==> src/rtl/toy_pkg.sv <==
`default_nettype none
//==============================================================================
// toy_pkg : shared widths and types for the TOY fetch path          Rev 1.0
//==============================================================================
package toy_pkg;

  localparam int TOY_ADDR_W = 8;
  localparam int TOY_WORD_W = 16;

  typedef logic [TOY_ADDR_W-1:0] toy_addr_t;
  typedef logic [TOY_WORD_W-1:0] toy_word_t;

  typedef struct packed {
    toy_word_t inst;
    toy_addr_t pc;
  } fetch_ent_t;

  typedef enum logic [1:0] {
    INIT = 2'd0,
    STOP = 2'd1,
    RUN  = 2'd2
  } fetch_state_e;

endpackage
`default_nettype wire

==> src/rtl/toy_fetch_q.sv <==
`default_nettype none
//==============================================================================
// toy_fetch_q : 2-entry FIFO of fetch entries with flush           Rev 1.0
//==============================================================================
module toy_fetch_q
  import toy_pkg::*;
(
  input  logic       clk_i,
  input  logic       rst_ni,
  input  logic       push_i,
  input  fetch_ent_t push_ent_i,
  input  logic       pop_i,
  input  logic       flush_i,
  output fetch_ent_t head_o,
  output logic [1:0] count_o
);

  fetch_ent_t ent0_q, ent0_d;
  fetch_ent_t ent1_q, ent1_d;
  logic [1:0] count_q, count_d;
  logic       do_pop;

  assign do_pop = pop_i && (count_q != 2'd0);

  always_comb begin
    ent0_d  = ent0_q;
    ent1_d  = ent1_q;
    count_d = count_q;
    if (flush_i) begin
      count_d = 2'd0;
    end else begin
      case ({push_i, do_pop})
        2'b10: begin
          if (count_q == 2'd0) begin
            ent0_d  = push_ent_i;
            count_d = 2'd1;
          end else if (count_q == 2'd1) begin
            ent1_d  = push_ent_i;
            count_d = 2'd2;
          end
        end
        2'b01: begin
          ent0_d  = ent1_q;
          count_d = count_q - 2'd1;
        end
        2'b11: begin
          // Occupancy is unchanged; the new word lands behind whatever remains.
          if (count_q == 2'd1) begin
            ent0_d = push_ent_i;
          end else begin
            ent0_d = ent1_q;
            ent1_d = push_ent_i;
          end
        end
        default: ;
      endcase
    end
  end

  always_ff @(posedge clk_i) begin
    if (!rst_ni) begin
      ent0_q  <= '0;
      ent1_q  <= '0;
      count_q <= 2'd0;
    end else begin
      ent0_q  <= ent0_d;
      ent1_q  <= ent1_d;
      count_q <= count_d;
    end
  end

  assign head_o  = ent0_q;
  assign count_o = count_q;

endmodule
`default_nettype wire

==> src/rtl/toy_fetch.sv <==
`default_nettype none
//==============================================================================
// toy_fetch : TOY instruction fetch, 2-deep return queue, redirect. Rev 1.0
// Optional same-cycle return bypass when TOY_FETCH_BYPASS_EN is defined.
//==============================================================================
module toy_fetch
  import toy_pkg::*;
#(
  parameter toy_addr_t START_PC  = 8'h10,
  parameter int        INIT_WAIT = 256
) (
  input  logic             clk_i,
  input  logic             rst_ni,
  input  logic             run_i,
  input  logic             redir_val_i,
  input  logic [7:0]       redir_pc_i,
  output logic             mem_val_o,
  output logic [7:0]       mem_addr_o,
  input  logic [15:0]      mem_rdata_i,
  output logic             inst_val_o,
  output logic [15:0]      inst_o,
  output logic [7:0]       inst_pc_o,
  input  logic             inst_rdy_i,
  output logic             busy_o
);

  localparam int               CNT_W    = (INIT_WAIT > 1) ? $clog2(INIT_WAIT) : 1;
  localparam logic [CNT_W-1:0] CNT_LAST = CNT_W'(INIT_WAIT - 1);

  fetch_state_e     state_q;
  logic [CNT_W-1:0] cnt_q;
  toy_addr_t        pc_q;
  toy_addr_t        tag_q;
  logic             inflight_q;

  fetch_ent_t       head;
  fetch_ent_t       ret_ent;
  logic [1:0]       q_count;
  logic             q_empty;
  logic             ret_ok;
  logic             byp;
  logic             pop;
  logic             q_push;
  logic             q_pop;
  logic [2:0]       occ;
  logic             room;

  assign q_empty = (q_count == 2'd0);
  // A return that arrives alongside a redirect belongs to the old path.
  assign ret_ok  = inflight_q && !redir_val_i;
  assign ret_ent = '{inst: mem_rdata_i, pc: tag_q};

`ifdef TOY_FETCH_BYPASS_EN
  assign byp = q_empty && ret_ok;
`else
  assign byp = 1'b0;
`endif

  assign inst_val_o = !redir_val_i && (!q_empty || byp);
  assign inst_o     = byp ? mem_rdata_i : head.inst;
  assign inst_pc_o  = byp ? tag_q       : head.pc;

  assign pop    = inst_val_o && inst_rdy_i;
  assign q_push = ret_ok && !(byp && pop);
  assign q_pop  = pop && !byp;

  assign occ  = {1'b0, q_count} + {2'b00, inflight_q};
  assign room = occ < (3'd2 + {2'b00, pop});

  assign mem_val_o  = (state_q == RUN) && (redir_val_i || room);
  assign mem_addr_o = redir_val_i ? redir_pc_i : pc_q;
  assign busy_o     = (state_q == INIT);

  toy_fetch_q u_q (
    .clk_i      (clk_i),
    .rst_ni     (rst_ni),
    .push_i     (q_push),
    .push_ent_i (ret_ent),
    .pop_i      (q_pop),
    .flush_i    (redir_val_i),
    .head_o     (head),
    .count_o    (q_count)
  );

  always_ff @(posedge clk_i) begin
    if (!rst_ni) begin
      state_q    <= INIT;
      cnt_q      <= '0;
      pc_q       <= START_PC;
      tag_q      <= '0;
      inflight_q <= 1'b0;
    end else begin
      inflight_q <= mem_val_o;
      if (mem_val_o) begin
        tag_q <= mem_addr_o;
        pc_q  <= mem_addr_o + 8'd1;
      end else if (redir_val_i) begin
        pc_q  <= redir_pc_i;
      end
      case (state_q)
        INIT: begin
          cnt_q <= cnt_q + 1'b1;
          if (cnt_q == CNT_LAST) begin
            state_q <= run_i ? RUN : STOP;
          end
        end
        STOP:    if (run_i)  state_q <= RUN;
        RUN:     if (!run_i) state_q <= STOP;
        default: state_q <= INIT;
      endcase
    end
  end

endmodule
`default_nettype wire
==> config.mk <==
export PLATFORM = sky130hd
export DESIGN_NAME = toy_fetch
export DESIGN_NICKNAME = d
export VERILOG_FILES = /design/src/rtl/toy_pkg.sv /design/src/rtl/toy_fetch_q.sv /design/src/rtl/toy_fetch.sv
export SDC_FILE = /design/constraint.sdc
export NUM_CORES = 1
export LEC_CHECK = 0
export CAP_MARGIN = 20
export CORE_MARGIN = 1.5
export CORE_UTILIZATION = 56
export CTS_CLUSTER_SIZE = 25
export DETAILED_ROUTE_END_ITERATION = 8
export PLACE_DENSITY = 0.87
export SLEW_MARGIN = 10
export SYNTH_ARGS = -nofsm -noshare
export SYNTH_HDL_FRONTEND = slang
export SYNTH_SLANG_ARGS = --single-unit
export TNS_END_PERCENT = 1
==> constraint.sdc <==
create_clock -name clk_i -period 4.1 [get_ports clk_i]
set_input_delay 0.82 -clock clk_i [delete_from_list [all_inputs] [get_ports clk_i]]
set_output_delay 0.82 -clock clk_i [all_outputs]
set_load 0.02 [all_outputs]
# Word level (Yosys, flattened, before mapping)
# Index checks and enable logic that the tools add are counted.
# Widths: inputs -> output; s select.
[op_classes]
addsub = 5
multipliers = 0
div_mod_pow = 0
order_cmp = 1
n_eq_ne = 14
n_shift = 0
muxes = 16
n_bitwise = 2
n_reduce_logical = 19
[ops]
columns = ["operator", "n"]
rows = [
  ["$mux 24", 4],
  ["$pmux 24 s3", 1],
  ["$pmux 24 s2", 1],
  ["$add 8x1->8 const B", 2],
  ["$mux 8", 2],
  ["$mux 2", 6],
  ["$ne 2x2->1 const B", 5],
  ["$eq 8x8->1 const B", 1],
  ["$eq 2x1->1 const B", 3],
  ["$eq 2x2->1 const B", 3],
  ["$pmux 2 s3", 1],
  ["$reduce_and 3->1", 2],
  ["$reduce_bool 2->1", 3],
  ["$logic_and 1x1->1", 5],
  ["$logic_not 2->1", 2],
  ["$pmux 2 s2", 1],
  ["$reduce_and 4->1", 1],
  ["$add 2x1->3", 1],
  ["$add 2x1->3 const A", 1],
  ["$lt 3x3->1", 1],
  ["$ne 3x2->1 const B", 1],
  ["$reduce_bool 3->1", 1],
  ["$logic_not 1->1", 2],
  ["$ne 2x1->1 const B", 1],
  ["other kinds (5)", 6],
]
[word_totals]
reg_bits = 77
latchBits = 0
ramBits = 0
rom_bits = 0
input_bits = 29
word_cells = 67
mem_count = 0

# Longest topological paths before layout
[logic_depth]
word_depth = 9
ltp_mapped = 12
depth_no_buf = 9

# Modules after synthesis
# From an unflattened synthesis, not the netlist that was laid out.
[unflattened]
cells_unflattened = 390
hier_area_um2 = 3479.6
[by_module_without_submodules]
columns = ["mod", "n_inst", "cells_each", "area_each_um2", "seq_area_each_um2"]
rows = [
  ["toy_fetch_q", 1, 240, 2162.1, 1001.0],
  ["toy_fetch", 1, 150, 1317.5, 540.5],
]

# Worst setup path before layout
# Ideal clock, no wire load.
[synth_timing]
kind = "input to register"
startpoint = "input port redir_val_i"
endpoint = "register u_q.ent0_q, in the netlist u_q.head_o[0]"
setup_ns = 0.132
arrival_time_ns = 2.589
required_time_ns = 3.968
path_slack_ns = 1.379
path_stages = 10
n_path_buf = 3
path_cell_list = "buf_2 nor3b_2 inv_1 ha_1 nor2b_1 or3_1 clkbuf_1 clkbuf_1 a221oi_1 nor3_1"
[synth_between]
elab_chain_cells = 7
word_cells_on_any_way = 13
[synth_rtl]
columns = ["item", "line", "source"]
rows = [
  ["from (decl)", "toy_fetch.sv:15", "input logic redir_val_i,"],
  ["$logic_not 1->1", "toy_fetch.sv:50, toy_fetch.sv:59", ""],
  ["$logic_and 1x1->1", "toy_fetch.sv:59", "assign inst_val_o = !redir_val_i && (!q_empty || byp);"],
  ["$logic_and 1x1->1", "toy_fetch.sv:63", "assign pop = inst_val_o && inst_rdy_i;"],
  ["$logic_and 1x1->1", "toy_fetch_q.sv:23", "assign do_pop = pop_i && (count_q != 2'd0);"],
  ["$eq 2x2->1 / $eq 2x1->1 (equally long branches)", "toy_fetch_q.sv:32", "case ({push_i, do_pop})"],
  ["$ne 2x2->1 (no source line) / $reduce_bool 3->1 (equally long branches)", "-", ""],
  ["$reduce_and 3->1 (no source line)", "-", ""],
  ["to (signal assigned)", "toy_fetch_q.sv:66", "ent0_q <= ent0_d;"],
  ["to (decl)", "toy_fetch_q.sv:18", "fetch_ent_t ent0_q, ent0_d;"],
]
# Several ways; a longest one is shown, not always the timed one.
# A chain may end at the register's enable or synchronous reset.

# Final worst setup path
[layout_timing]
startpoint = "input port redir_val_i"
endpoint = "output port mem_val_o"
[layout_between]
elab_chain_cells = 7
[layout_rtl]
columns = ["item", "line", "source"]
rows = [
  ["$logic_not 1->1", "toy_fetch.sv:59", ""],
  ["$logic_and 1x1->1", "toy_fetch.sv:59", ""],
  ["$logic_and 1x1->1", "toy_fetch.sv:63", ""],
  ["$add 2x1->3", "toy_fetch.sv:68", "assign room = occ < (3'd2 + {2'b00, pop});"],
  ["$lt 3x3->1", "toy_fetch.sv:68", ""],
  ["$logic_or 1x1->1 *", "toy_fetch.sv:70", "assign mem_val_o = (state_q == RUN) && (redir_val_i || room);"],
  ["$logic_and 1x1->1 *", "toy_fetch.sv:70", ""],
  ["to (decl)", "toy_fetch.sv:17", "output logic mem_val_o,"],
]
# Mark *: on every way between the ends. The rest lies on a longest branch, timed or not.

==> reports/metrics.yaml <==
logic_synthesis:
  synth_seq_cells: 77
  synth_most_common_cell: "dfxtp_1"
  ys.flop_type: "dfxtp_1"
  yosysWarnings: 0
  synthTopCellsByCount: "dfxtp_1 (77), nor2_1 (44), nand2_1 (36), nor3_1 (31), o21ai_0 (30)"
  synth.distinct_cells: 47
  synth_edf_count: 0
  syn_avg_cell_area_um2: 8.57
  syn-instance-count: 403
  yosys.area.top_type: "dfxtp_1"
  mappedNetlistArea_mm2: 0.00345
  synth_fp_nets: 442
  synthTopCellsByArea: "dfxtp_1 (45%), a221oi_1 (6.1%), nor2_1 (4.8%)"
  async_flop_share_pct: 0
  synth-seq-area-share_pct: 44.6
  synth.top_cell.area_share_pct: 44.6
drt:
  drt_iter0_drc: 228
  wire_per_inst_um: 14.7
  drc: 0
  viasPerCell: 5.78
  ant_nets: 0
  via_count: 3092
  first_pass_iters: 5
  finalWirelength_um: 7880
cells_and_area:
  num-fill-cells: 451
  n_antenna_cell: 0
  instances_no_fill: 535
  final_core_util_pct: 72.9
  area_delta_synth_final_pct: 25.6
  layout-drive-gt1-share_pct: 7.83
  fin_nets: 494
flow_run:
  drv_cap: 0
setup_path:
  worstSetupStartpointType: "input pin"
  cp.required_ns: 3.28
  worst_r2r_endpoint: "u_q.head_o[21]"
  critPathKind: "in -> out"
  critPathMaxFanout: 17
  cp-end-kind: "output port"
  arrival_ns: 2.85
  worst-r2r-cell-count: 9
  rrSetupSlack_ns: 1.06
  rr_startpoint: "u_q.count_o[0]"
die:
  core_area_mm2: 0.00596
  die_w_um: 81.5
  start_util_pct: 58.0
  die_h_um: 81.5
  row_count: 28
  die_area_mm2: 0.00665
  io_pins: 64
clock_network:
  cts_resized: 0
  cts_tree: "yes"
  htree_levels: 3
  cts_made_buffers: 9
  cts_root_buf: "clkbuf_8"
  numClockSinks: 77
  cts_buffer_depth: 2
  cts_setup_buffers: 0
  clk_pin_slew_ns: 0.08
  holdBufCountCts: 0
  clk_latency_ns: 0.36
sta:
  clock_skew_ns: 0.0110
  tightest_slew_ns: 0.878
  grt_setup_unrepaired: "no"
  setup_viol: 0
  fmax_mhz: 272
  period_needed_ns: 3.67
  finalSetupTns_ns: 0
  fin_ws_ns: 0.426
  finalHoldViolations: 0
  post-route-period-util_pct: 89.6
  finalMaxSlewViolations: 0
  maxSlewHeadroom_pct: 41.5
placed_design:
  hpwl_um: 5150
  place_inst: 519
  preCtsSetupSlack_ns: 0.491
  port_buffers: 63
  gp_congestion: 0.808
power:
  powerDensity_mw_per_mm2: 352
  vdd_drop_max_mv: 0.300
  cellLeakagePower_nw: 1.57
worst_hold_path:
  min-delay-start: "u_q.ent1_q[3]"
  min_path_type: "reg -> reg"
  hold_end: "u_q.ent1_q[3]"
  worstHoldPathCells: 2
status:
  outcome: "complete, no violations"
global_route:
  grt_pass1_vias: 2767
  grt_overflow: 0
  grt_pass1_wl_um: 12800
  grt_max_degree: 52
  grt_usage_pct: 25.1
  antenna_found_initial: 0
-- worst max-delay path, cell delays in order --
cell and delay [ns]:
clkdlybuf4s50_1 0.61, buf_4 0.31, o21bai_1 0.21, o21ai_1 0.19
inv_2 0.11, clkdlybuf4s50_1 0.60
-- cells in the final DEF (no fill, tap or decap), types with 10 or more instances in the layout --
master	instances
clkbuf_8	10
clkdlybuf4s50_1	62
a221oi_1	24
dfxtp_1	77
inv_1	14
nand2_1	36
nor2_1	44
o21ai_0	30
nand3_1	28
ha_1	10
nor3_1	30
-- kinds of logic (layout without fill, tap and decap cells) --
kind of cell	after synthesis	count (layout)	share of synthesized area, %
xor+xnor	7	7	1.77
flops	77	77	44.6
fa+ha+maj	10	10	3.62
mux	9	9	2.64
simple gates	172	172	24.3
compound gates	83	83	17.3
buf+inv	45	102	5.69
-- state kept, by name (all words and copies together), names as in the netlist --
signal,count
pc_q,8
cnt_q,8
state_q,2
u_q.ent1_q,24
u_q.head_o,24
inflight_q,1
u_q.count_o,2
tag_q,8
-- per-layer routing --
metal  GRT usage (%)  share of wire (%)
met5               0                  0
met4            9.83                1.5
met2            40.9                 48
met3            5.11                6.2
met1            32.6                 44
-- final cells by class --
class                           instances  area (µm²)  area share [%]
Multi-Input combinational cell        281        1740            40.0
Sequential cell                        77        1540            35.5
Timing Repair Buffer                   70         678            15.6
Clock buffer                           10         138            3.17
Tap cell                               75        93.8            2.16
Clock inverter                          6        92.6            2.13
Inverter                               16        60.1            1.38
-- worst max-delay path by stage --
| stage | startpoint | end | slack, ns | depth (start not counted) |
|---|---|---|---|---|
| after floorplan | redir_val_i | u_q.head_o[0] | 1.38 | 10 |
| final | redir_val_i | mem_val_o | 0.43 | 6 |
| after global placement | redir_val_i | mem_addr_o[5] | 0.49 | 5 |
| after global routing | redir_val_i | mem_addr_o[5] | 0.32 | 5 |
| after CTS | redir_val_i | mem_val_o | 0.44 | 6 |
| after detailed placement | redir_val_i | mem_val_o | 0.49 | 6 |
-- per-stage QoR --
stage | power [W] | hold slack (ns) | cell area [µm²]
4_1_cts | 0.00153 | 0.475 | 4340
3_5_place_dp | 0.000888 | 0.463 | 4110
3_3_place_gp | 0.000887 | 0.454 | 4110
5_1_grt | 0.00159 | 0.497 | 4340
6_report | 0.00153 | 0.472 | 4340
2_1_floorplan | 0.000834 | 0.445 | 3450
-- power by group --
part           total, W  internal (W)  switching [W]
sequential     0.000760      0.000754     0.00000558
clock          0.000656      0.000363       0.000292
combinational  0.000113     0.0000532      0.0000599
total           0.00153       0.00117       0.000358
No activity file was read; power rests on OpenSTA's default activity.
